==> src/rtl/di_term_arbiter_if.sv <==
// di_term_arbiter_if: host/terminal side of the shared di return-path arbiter.
//   master: drives host modes/strobes and the per-terminal claim/ready/data/status buses
//   slave : returns muxed rdy/data/status plus grant and sticky error flags
//   xfer_count/timeout_count exist only when DI_TERM_ARBITER_STATS_EN is defined
interface di_term_arbiter_if #(
   parameter int NUM_TERMS     = 4,
   parameter int DI_DATA_WIDTH = 32
);
   logic                               di_read_mode;
   logic                               di_write_mode;
   logic                               di_read;
   logic                               di_write;
   logic [NUM_TERMS-1:0]               term_en;
   logic [NUM_TERMS-1:0]               term_read_rdy;
   logic [NUM_TERMS-1:0]               term_write_rdy;
   logic [NUM_TERMS*DI_DATA_WIDTH-1:0] term_reg_datao;
   logic [NUM_TERMS*16-1:0]            term_transfer_status;
   logic                               di_read_rdy;
   logic                               di_write_rdy;
   logic [DI_DATA_WIDTH-1:0]           di_reg_datao;
   logic [15:0]                        di_transfer_status;
   logic                               grant_valid;
   logic [3:0]                         grant_idx;
   logic                               collision_err;
   logic                               timeout_err;
`ifdef DI_TERM_ARBITER_STATS_EN
   logic [31:0]                        xfer_count;
   logic [15:0]                        timeout_count;
`endif
   modport master (
      output di_read_mode, di_write_mode, di_read, di_write,
      output term_en, term_read_rdy, term_write_rdy, term_reg_datao, term_transfer_status,
      input  di_read_rdy, di_write_rdy, di_reg_datao, di_transfer_status,
      input  grant_valid, grant_idx, collision_err, timeout_err
`ifdef DI_TERM_ARBITER_STATS_EN
      , input xfer_count, timeout_count
`endif
   );
   modport slave (
      input  di_read_mode, di_write_mode, di_read, di_write,
      input  term_en, term_read_rdy, term_write_rdy, term_reg_datao, term_transfer_status,
      output di_read_rdy, di_write_rdy, di_reg_datao, di_transfer_status,
      output grant_valid, grant_idx, collision_err, timeout_err
`ifdef DI_TERM_ARBITER_STATS_EN
      , output xfer_count, timeout_count
`endif
   );
endinterface

==> src/rtl/di_term_arbiter.sv <==
// di_term_arbiter: registered-grant arbiter for the shared di return path between terminal blocks.
//   ifclk  : clock
//   resetb : asynchronous active-low reset
//   p      : di_term_arbiter_if.slave (host modes/strobes, per-terminal buses in; muxed di_* and status out)
//   Optional DI_TERM_ARBITER_STATS_EN adds p.xfer_count (mode falling edges) and
//   p.timeout_count (saturating TIMEOUT entries).
module di_term_arbiter #(
   parameter int          NUM_TERMS       = 4,
   parameter int          DI_DATA_WIDTH   = 32,
   parameter int          TIMEOUT_CYCLES  = 1024,
   parameter logic [15:0] UNMAPPED_STATUS = 16'hAAAA,
   parameter logic [15:0] TIMEOUT_STATUS  = 16'hDEAD
) (
   input logic               ifclk,
   input logic               resetb,
   di_term_arbiter_if.slave  p
);
   typedef enum logic [1:0] {IDLE, ACTIVE, UNMAPPED, TIMEOUT} state_t;
   state_t                   state;
   logic                     mode, mode_q, rise, stall, to_hit;
   logic                     grant_valid_q, coll_q, terr_q;
   logic [3:0]               grant_q, first;
   logic [15:0]              stall_cnt;
   logic                     rrdy_g, wrdy_g;
   logic [DI_DATA_WIDTH-1:0] data_g;
   logic [15:0]              stat_g;

   assign mode   = p.di_read_mode | p.di_write_mode;
   assign rise   = mode & ~mode_q;
   assign stall  = (p.di_read & ~rrdy_g) | (p.di_write & ~wrdy_g);
   assign to_hit = (state == ACTIVE) & mode & stall & (stall_cnt == 16'(TIMEOUT_CYCLES - 1));

   // first: lowest claiming terminal; *_g: the granted terminal's return signals
   always_comb begin
      first  = '0;
      rrdy_g = 1'b0;
      wrdy_g = 1'b0;
      data_g = '0;
      stat_g = '0;
      for (int i = NUM_TERMS - 1; i >= 0; i--)
         if (p.term_en[i]) first = 4'(i);
      for (int i = 0; i < NUM_TERMS; i++)
         if (grant_q == 4'(i)) begin
            rrdy_g = p.term_read_rdy[i];
            wrdy_g = p.term_write_rdy[i];
            data_g = p.term_reg_datao[i*DI_DATA_WIDTH +: DI_DATA_WIDTH];
            stat_g = p.term_transfer_status[i*16 +: 16];
         end
   end

   assign p.di_read_rdy        = (state == ACTIVE) ? rrdy_g : 1'b1;
   assign p.di_write_rdy       = (state == ACTIVE) ? wrdy_g : 1'b1;
   assign p.di_reg_datao       = (state == ACTIVE) ? data_g : '0;
   assign p.di_transfer_status = (state == ACTIVE) ? stat_g :
                                 (state == TIMEOUT) ? TIMEOUT_STATUS : UNMAPPED_STATUS;
   assign p.grant_valid        = grant_valid_q;
   assign p.grant_idx          = grant_q;
   assign p.collision_err      = coll_q;
   assign p.timeout_err        = terr_q;

   always_ff @(posedge ifclk or negedge resetb) begin
      if (!resetb) begin
         state         <= IDLE;
         mode_q        <= 1'b0;
         grant_valid_q <= 1'b0;
         grant_q       <= '0;
         coll_q        <= 1'b0;
         terr_q        <= 1'b0;
         stall_cnt     <= '0;
      end else begin
         mode_q <= mode;
         if (!mode) begin
            state         <= IDLE;
            grant_valid_q <= 1'b0;
            stall_cnt     <= '0;
         end else if (state == IDLE && rise) begin
            // term_en is only looked at here, so later claim changes cannot steal the grant
            state         <= (|p.term_en) ? ACTIVE : UNMAPPED;
            grant_valid_q <= |p.term_en;
            if (|p.term_en) grant_q <= first;
            if ($countones(p.term_en) > 1) coll_q <= 1'b1;
         end else if (state == ACTIVE) begin
            stall_cnt <= (stall && !to_hit) ? stall_cnt + 16'd1 : '0;
            if (to_hit) begin
               state  <= TIMEOUT;
               terr_q <= 1'b1;
            end
         end
      end
   end

`ifdef DI_TERM_ARBITER_STATS_EN
   logic [31:0] xfer_q;
   logic [15:0] tocnt_q;
   assign p.xfer_count    = xfer_q;
   assign p.timeout_count = tocnt_q;
   always_ff @(posedge ifclk or negedge resetb) begin
      if (!resetb) begin
         xfer_q  <= '0;
         tocnt_q <= '0;
      end else begin
         if (mode_q && !mode) xfer_q <= xfer_q + 32'd1;
         if (to_hit && tocnt_q != 16'hFFFF) tocnt_q <= tocnt_q + 16'd1;
      end
   end
`endif
endmodule

==> src/flat_wrapper.sv <==
// flat-port wrapper written by rule: the top's interface ports become plain ports
module di_term_arbiter_flat 
#(
   parameter int          NUM_TERMS       = 4,
   parameter int          DI_DATA_WIDTH   = 32,
   parameter int          TIMEOUT_CYCLES  = 1024,
   parameter logic [15:0] UNMAPPED_STATUS = 16'hAAAA,
   parameter logic [15:0] TIMEOUT_STATUS  = 16'hDEAD
)
  (ifclk, resetb, p_di_read_mode, p_di_write_mode, p_di_read, p_di_write, p_term_en, p_term_read_rdy, p_term_write_rdy, p_term_reg_datao, p_term_transfer_status, p_di_read_rdy, p_di_write_rdy, p_di_reg_datao, p_di_transfer_status, p_grant_valid, p_grant_idx, p_collision_err, p_timeout_err);
  di_term_arbiter_if #(.NUM_TERMS(NUM_TERMS), .DI_DATA_WIDTH(DI_DATA_WIDTH)) p_i ();
  input logic ifclk;
  input logic resetb;
  input wire logic [$bits(p_i.di_read_mode)-1:0] p_di_read_mode;
  input wire logic [$bits(p_i.di_write_mode)-1:0] p_di_write_mode;
  input wire logic [$bits(p_i.di_read)-1:0] p_di_read;
  input wire logic [$bits(p_i.di_write)-1:0] p_di_write;
  input wire logic [$bits(p_i.term_en)-1:0] p_term_en;
  input wire logic [$bits(p_i.term_read_rdy)-1:0] p_term_read_rdy;
  input wire logic [$bits(p_i.term_write_rdy)-1:0] p_term_write_rdy;
  input wire logic [$bits(p_i.term_reg_datao)-1:0] p_term_reg_datao;
  input wire logic [$bits(p_i.term_transfer_status)-1:0] p_term_transfer_status;
  output wire logic [$bits(p_i.di_read_rdy)-1:0] p_di_read_rdy;
  output wire logic [$bits(p_i.di_write_rdy)-1:0] p_di_write_rdy;
  output wire logic [$bits(p_i.di_reg_datao)-1:0] p_di_reg_datao;
  output wire logic [$bits(p_i.di_transfer_status)-1:0] p_di_transfer_status;
  output wire logic [$bits(p_i.grant_valid)-1:0] p_grant_valid;
  output wire logic [$bits(p_i.grant_idx)-1:0] p_grant_idx;
  output wire logic [$bits(p_i.collision_err)-1:0] p_collision_err;
  output wire logic [$bits(p_i.timeout_err)-1:0] p_timeout_err;
  assign p_i.di_read_mode = p_di_read_mode;
  assign p_i.di_write_mode = p_di_write_mode;
  assign p_i.di_read = p_di_read;
  assign p_i.di_write = p_di_write;
  assign p_i.term_en = p_term_en;
  assign p_i.term_read_rdy = p_term_read_rdy;
  assign p_i.term_write_rdy = p_term_write_rdy;
  assign p_i.term_reg_datao = p_term_reg_datao;
  assign p_i.term_transfer_status = p_term_transfer_status;
  assign p_di_read_rdy = p_i.di_read_rdy;
  assign p_di_write_rdy = p_i.di_write_rdy;
  assign p_di_reg_datao = p_i.di_reg_datao;
  assign p_di_transfer_status = p_i.di_transfer_status;
  assign p_grant_valid = p_i.grant_valid;
  assign p_grant_idx = p_i.grant_idx;
  assign p_collision_err = p_i.collision_err;
  assign p_timeout_err = p_i.timeout_err;
  di_term_arbiter #(.NUM_TERMS(NUM_TERMS), .DI_DATA_WIDTH(DI_DATA_WIDTH), .TIMEOUT_CYCLES(TIMEOUT_CYCLES), .UNMAPPED_STATUS(UNMAPPED_STATUS), .TIMEOUT_STATUS(TIMEOUT_STATUS)) u_core (.ifclk(ifclk), .resetb(resetb), .p(p_i));
endmodule
==> config.mk <==
export PLATFORM = sky130hd
export DESIGN_NAME = di_term_arbiter_flat
export DESIGN_NICKNAME = d
export VERILOG_FILES = /design/src/rtl/di_term_arbiter_if.sv /design/src/rtl/di_term_arbiter.sv /design/src/flat_wrapper.sv
export SDC_FILE = /design/constraint.sdc
export NUM_CORES = 1
export LEC_CHECK = 0
export ABC_AREA = 0
export BUFFER_PORTS_ARGS = -buffer_cell sky130_fd_sc_hd__buf_2
export CORE_AREA = 4 4 103 105
export DETAILED_ROUTE_END_ITERATION = 8
export DIE_AREA = 0 0 107 109
export GPL_TIMING_DRIVEN = 0
export PLACE_DENSITY = 0.68
export SETUP_SLACK_MARGIN = 0.02
export SLEW_MARGIN = 20
export SYNTH_ARGS = -nofsm -noshare
export SYNTH_HDL_FRONTEND = slang
export SYNTH_SLANG_ARGS = --single-unit
export TNS_END_PERCENT = 5
==> constraint.sdc <==
create_clock -name ifclk -period 4.6 [get_ports ifclk]
set_clock_uncertainty 0.1 [all_clocks]
set_input_delay 0.23 -clock ifclk [delete_from_list [all_inputs] [get_ports ifclk]]
set_output_delay 0.23 -clock ifclk [all_outputs]
set_load 0.01 [all_outputs]
==> impl_metrics.py <==
metrics = {
    "outcome": {
        "status": "complete, no violations",
    },
    "timing": {
        "worst_slew_margin_rel": 0.411,
        "timing_worst_slew_pin_value_ns": 0.875,
        "number_of_max_slew_violations_in_the_final_report": 0,
        "rsz0062_at_grt": "false",
        "finalSetupViolations": 0,
        "timing.setup.tns_ns": 0,
        "finalHoldViolations": 0,
        "max_clock_freq_mhz": 362,
        "final.min_clock_period_ns": 2.76,
        "fin_crit_sh": 0.600,
        "hold_ws_ns": 0.0797,
    },
    "power_and_ir_drop": {
        "clkPwrFrac": 0.153,
        "p_per_area_nw_per_um2": 274,
        "comb_power_share": 0.654,
        "total_leakage_power_uw": 0.00224,
        "power_switching_share": 0.370,
        "p_int_uw": 781,
        "ir_drop_v": 0.000184,
        "share_seq_of_total_power": 0.193,
        "power.net_switching_uw": 460,
    },
    "drt": {
        "drt-total-wl_um": 12400,
        "wl_per_cell_um": 18.1,
        "remaining_drc_errors": 0,
        "detailedRoute.firstIterationViolations": 243,
        "routed_via_density": 5.09,
        "vias": 3492,
        "drtAntennaViolNets": 0,
        "drt_pre_antenna_iters": 5,
    },
    "die": {
        "effective_utilization_at_floorplan": 0.307,
        "pin_count": 267,
        "placement_rows": 36,
        "design.core.area_um2": 9640,
        "chipWidth_um": 107,
        "design.die.area_um2": 11700,
        "die-height_um": 109,
    },
    "hold_path": {
        "min_delay_worst_endpoint": "u_core.p.grant_idx[0]$_DFFE_PN0P_",
        "hold_start": "p_term_en[0]",
        "hold_path_depth": 2,
        "worstHoldPathType": "input port to register",
    },
    "placement": {
        "gpl.final_weighted_congestion": 0.868,
        "post-dp-hpwl_um": 10900,
        "cell_total_after_placement": 680,
        "buffer_ports.inserted": 264,
    },
    "finish": {
        "final_layout_size_suffix_gt1_frac": 0.603,
        "instances_no_fill": 686,
        "fillCellCount": 960,
        "area_delta_synth_final_pct": 53.3,
        "final_nets": 771,
    },
    "global_routing": {
        "pin_count_of_the_biggest_net_entering_global_routing": 25,
        "globalRouteOverflowTotal": 0,
        "first_global_vias": 3396,
        "grt_pass1_wl_um": 18000,
        "grt_antenna_before_repair": 0,
        "grt_use_total": 0.195,
    },
    "clock_tree": {
        "clkSlewWorstSetupHoldPaths_ns": 0.09,
        "ctsRootBufferMaster": "sky130_fd_sc_hd__clkbuf_8",
        "cts_resized": 0,
        "cts_tree": "built",
        "htreeDepth": 1,
        "clock_latency_ns": 0.27,
        "cts_sinks": 24,
        "cts_made_buffers": 3,
        "cts_buffer_depth": 2,
    },
    "synthesis": {
        "yosys.cell_count.top_type": "sky130_fd_sc_hd__mux4_2",
        "ys_top_cells_by_area": "sky130_fd_sc_hd__mux4_2, sky130_fd_sc_hd__dfrtp_1, sky130_fd_sc_hd__and2_1",
        "post_synth_most_frequent_cells": "sky130_fd_sc_hd__mux4_2, sky130_fd_sc_hd__and2_1, sky130_fd_sc_hd__dfrtp_1",
        "postSynth.asyncResetShare": 1.00,
        "synth_enable_flop_cells": 0,
        "post_synth_inst_count": 282,
        "synth_top_area_share": 0.365,
        "netlist-cell-type-count": 48,
        "synth.avg_cell_area_um2": 10.5,
        "synth.yosys.warnings": 0,
        "cell_area_synth_um2": 2960,
        "flip_flop_and_latch_count_after_synthesis": 24,
        "netlist.top_cell.by_area": "sky130_fd_sc_hd__mux4_2",
        "dominantRegCellSynth": "sky130_fd_sc_hd__dfrtp_1",
        "synth.yosys.seq_area_share": 0.203,
    },
    "critical_path": {
        "regToRegEndpoint": "u_core.stall_cnt[8]$_DFFE_PN0P_",
        "maximum_cell_stage_delay_along_the_critical_path_ns": 0.57,
        "critical_path_peak_fanout": 10,
        "reg2reg_setup_slack_ns": 2.25,
        "timing.critical_path.required_ns": 4.27,
        "crit_type": "register to output port",
        "worstPathCellList": "buf_6, buf_2, buf_2, mux4_2, and2_1, buf_2",
        "crit_path_frequent_cell": "sky130_fd_sc_hd__buf_2",
        "crit_path_start_kind": "register",
        "timing.rr.start": "u_core.state[1]$_DFFE_PN0P_",
        "critical_path_end_type": "output port",
        "critPathSlowestCell": "sky130_fd_sc_hd__mux4_2",
        "reg2regPathDepth": 7,
        "crit_arrival_ns": 2.43,
    },
    "run": {
        "cap_violations": 0,
    },
}
## power groups by stage
stage	Clock, uW	Sequential, uW	Combinational (uW)
finish	190	239	812
global route	202	241	890
CTS	192	239	822
detailed placement	0	243	820
global placement	0	243	803
floorplan	0	245	544
## state kept, by name, summed over array words and instances, names as in the netlist
signal	count
u_core.stall_cnt	16
u_core.p.grant_idx	2
u_core.p.collision_err	1
u_core.state	2
u_core.p.timeout_err	1
u_core.p.grant_valid	1
u_core.mode_q	1
## worst max path at each step
stage	startpoint	to	slack, ns	cells after the start
floorplan	u_core.p.grant_idx[0]$_DFFE_PN0P_	p_di_transfer_status[0]	2.41	5
global placement	u_core.p.grant_idx[0]$_DFFE_PN0P_	p_di_reg_datao[28]	2.13	6
detailed placement	u_core.p.grant_idx[0]$_DFFE_PN0P_	p_di_reg_datao[28]	2.11	6
CTS	u_core.p.grant_idx[0]$_DFFE_PN0P_	p_di_transfer_status[12]	1.80	6
global route	u_core.p.grant_idx[0]$_DFFE_PN0P_	p_di_transfer_status[10]	1.69	6
finish	u_core.p.grant_idx[0]$_DFFE_PN0P_	p_di_reg_datao[28]	1.84	6
## logic make-up after synthesis
family / count (synthesis) / synth area share
adder cells (fa/ha/maj): 8 / 0.0364
buffers and inverters: 37 / 0.0563
AND/OR/NAND/NOR: 118 / 0.217
flip-flops: 24 / 0.203
multiplexers: 55 / 0.391
XOR/XNOR: 4 / 0.0118
other: 1 / 0.00127
AO/OA/AOI/OAI: 35 / 0.0833
## layer usage
layer	wire, um	vias to the layer above	GRT usage
li1	-	1611	-
met1	4870	1706	0.260
met2	6470	158	0.331
met3	930	17	0.0444
met4	176	0	0.0338
met5	0	-	0
## worst max-delay path, delay by kind of cell, from the launching register on
family / cells / cell delay, ns
buffers and inverters: 4 / 1.06
multiplexers: 1 / 0.57
flip-flops: 1 / 0.36
AND/OR/NAND/NOR: 1 / 0.17
## per-stage QoR
| step | cell area, um^2 | utilization | setup WS (ns) | total power, uW |
|---|---|---|---|---|
| final | 4530 | 0.470 | 1.84 | 1240 |
| after global routing | 4530 | 0.470 | 1.69 | 1330 |
| after CTS | 4530 | 0.470 | 1.80 | 1250 |
| after detailed placement | 4450 | 0.462 | 2.11 | 1060 |
| after global placement | 4450 | 0.462 | 2.13 | 1050 |
| after floorplan | 2960 | - | 2.41 | 789 |
## repair_timing
item	4_1_cts	5_1_grt
endpoints found under the hold margin	24	0
hold buffers	1	0
setup buffers	0	0
## placed cells by master (no fill, tap or decap), types with 2 or more instances in the layout
| cell type | instances |
|---|---|
| sky130_fd_sc_hd__nand2_1 | 22 |
| sky130_fd_sc_hd__nor4_1 | 3 |
| sky130_fd_sc_hd__and3_1 | 5 |
| sky130_fd_sc_hd__or2_2 | 2 |
| sky130_fd_sc_hd__o21ai_0 | 8 |
| sky130_fd_sc_hd__xnor2_1 | 2 |
| sky130_fd_sc_hd__buf_2 | 271 |
| sky130_fd_sc_hd__inv_1 | 12 |
| sky130_fd_sc_hd__nor2_1 | 10 |
| sky130_fd_sc_hd__nand2b_1 | 6 |
| sky130_fd_sc_hd__a21oi_1 | 4 |
| sky130_fd_sc_hd__nand3_1 | 19 |
| sky130_fd_sc_hd__mux4_2 | 48 |
| sky130_fd_sc_hd__xor2_1 | 2 |
| sky130_fd_sc_hd__buf_4 | 3 |
| sky130_fd_sc_hd__o21ai_1 | 2 |
| sky130_fd_sc_hd__and2_1 | 37 |
| sky130_fd_sc_hd__conb_1 | 2 |
| sky130_fd_sc_hd__mux2i_1 | 5 |
| sky130_fd_sc_hd__a31oi_1 | 2 |
| sky130_fd_sc_hd__o21a_1 | 7 |
| sky130_fd_sc_hd__nor3_1 | 2 |
| sky130_fd_sc_hd__dfrtp_1 | 24 |
| sky130_fd_sc_hd__clkbuf_1 | 13 |
| sky130_fd_sc_hd__clkbuf_8 | 3 |
| sky130_fd_sc_hd__nand4_1 | 6 |
| sky130_fd_sc_hd__ha_1 | 7 |
| sky130_fd_sc_hd__or3b_1 | 2 |
## area by class of cell
cell class	count	area [um^2]	area share
flip-flops and latches	24	601	0.132
well taps	133	166	0.0367
clock inverters	1	30.0	0.00662
clock buffers	3	41.3	0.00911
repair buffers	265	1330	0.294
diodes	1	2.50	0.000552
multi-input cells	222	2190	0.484
inverters	12	45.0	0.00994
plain buffers	25	121	0.0268
No activity file was read; power rests on OpenSTA's default activity.
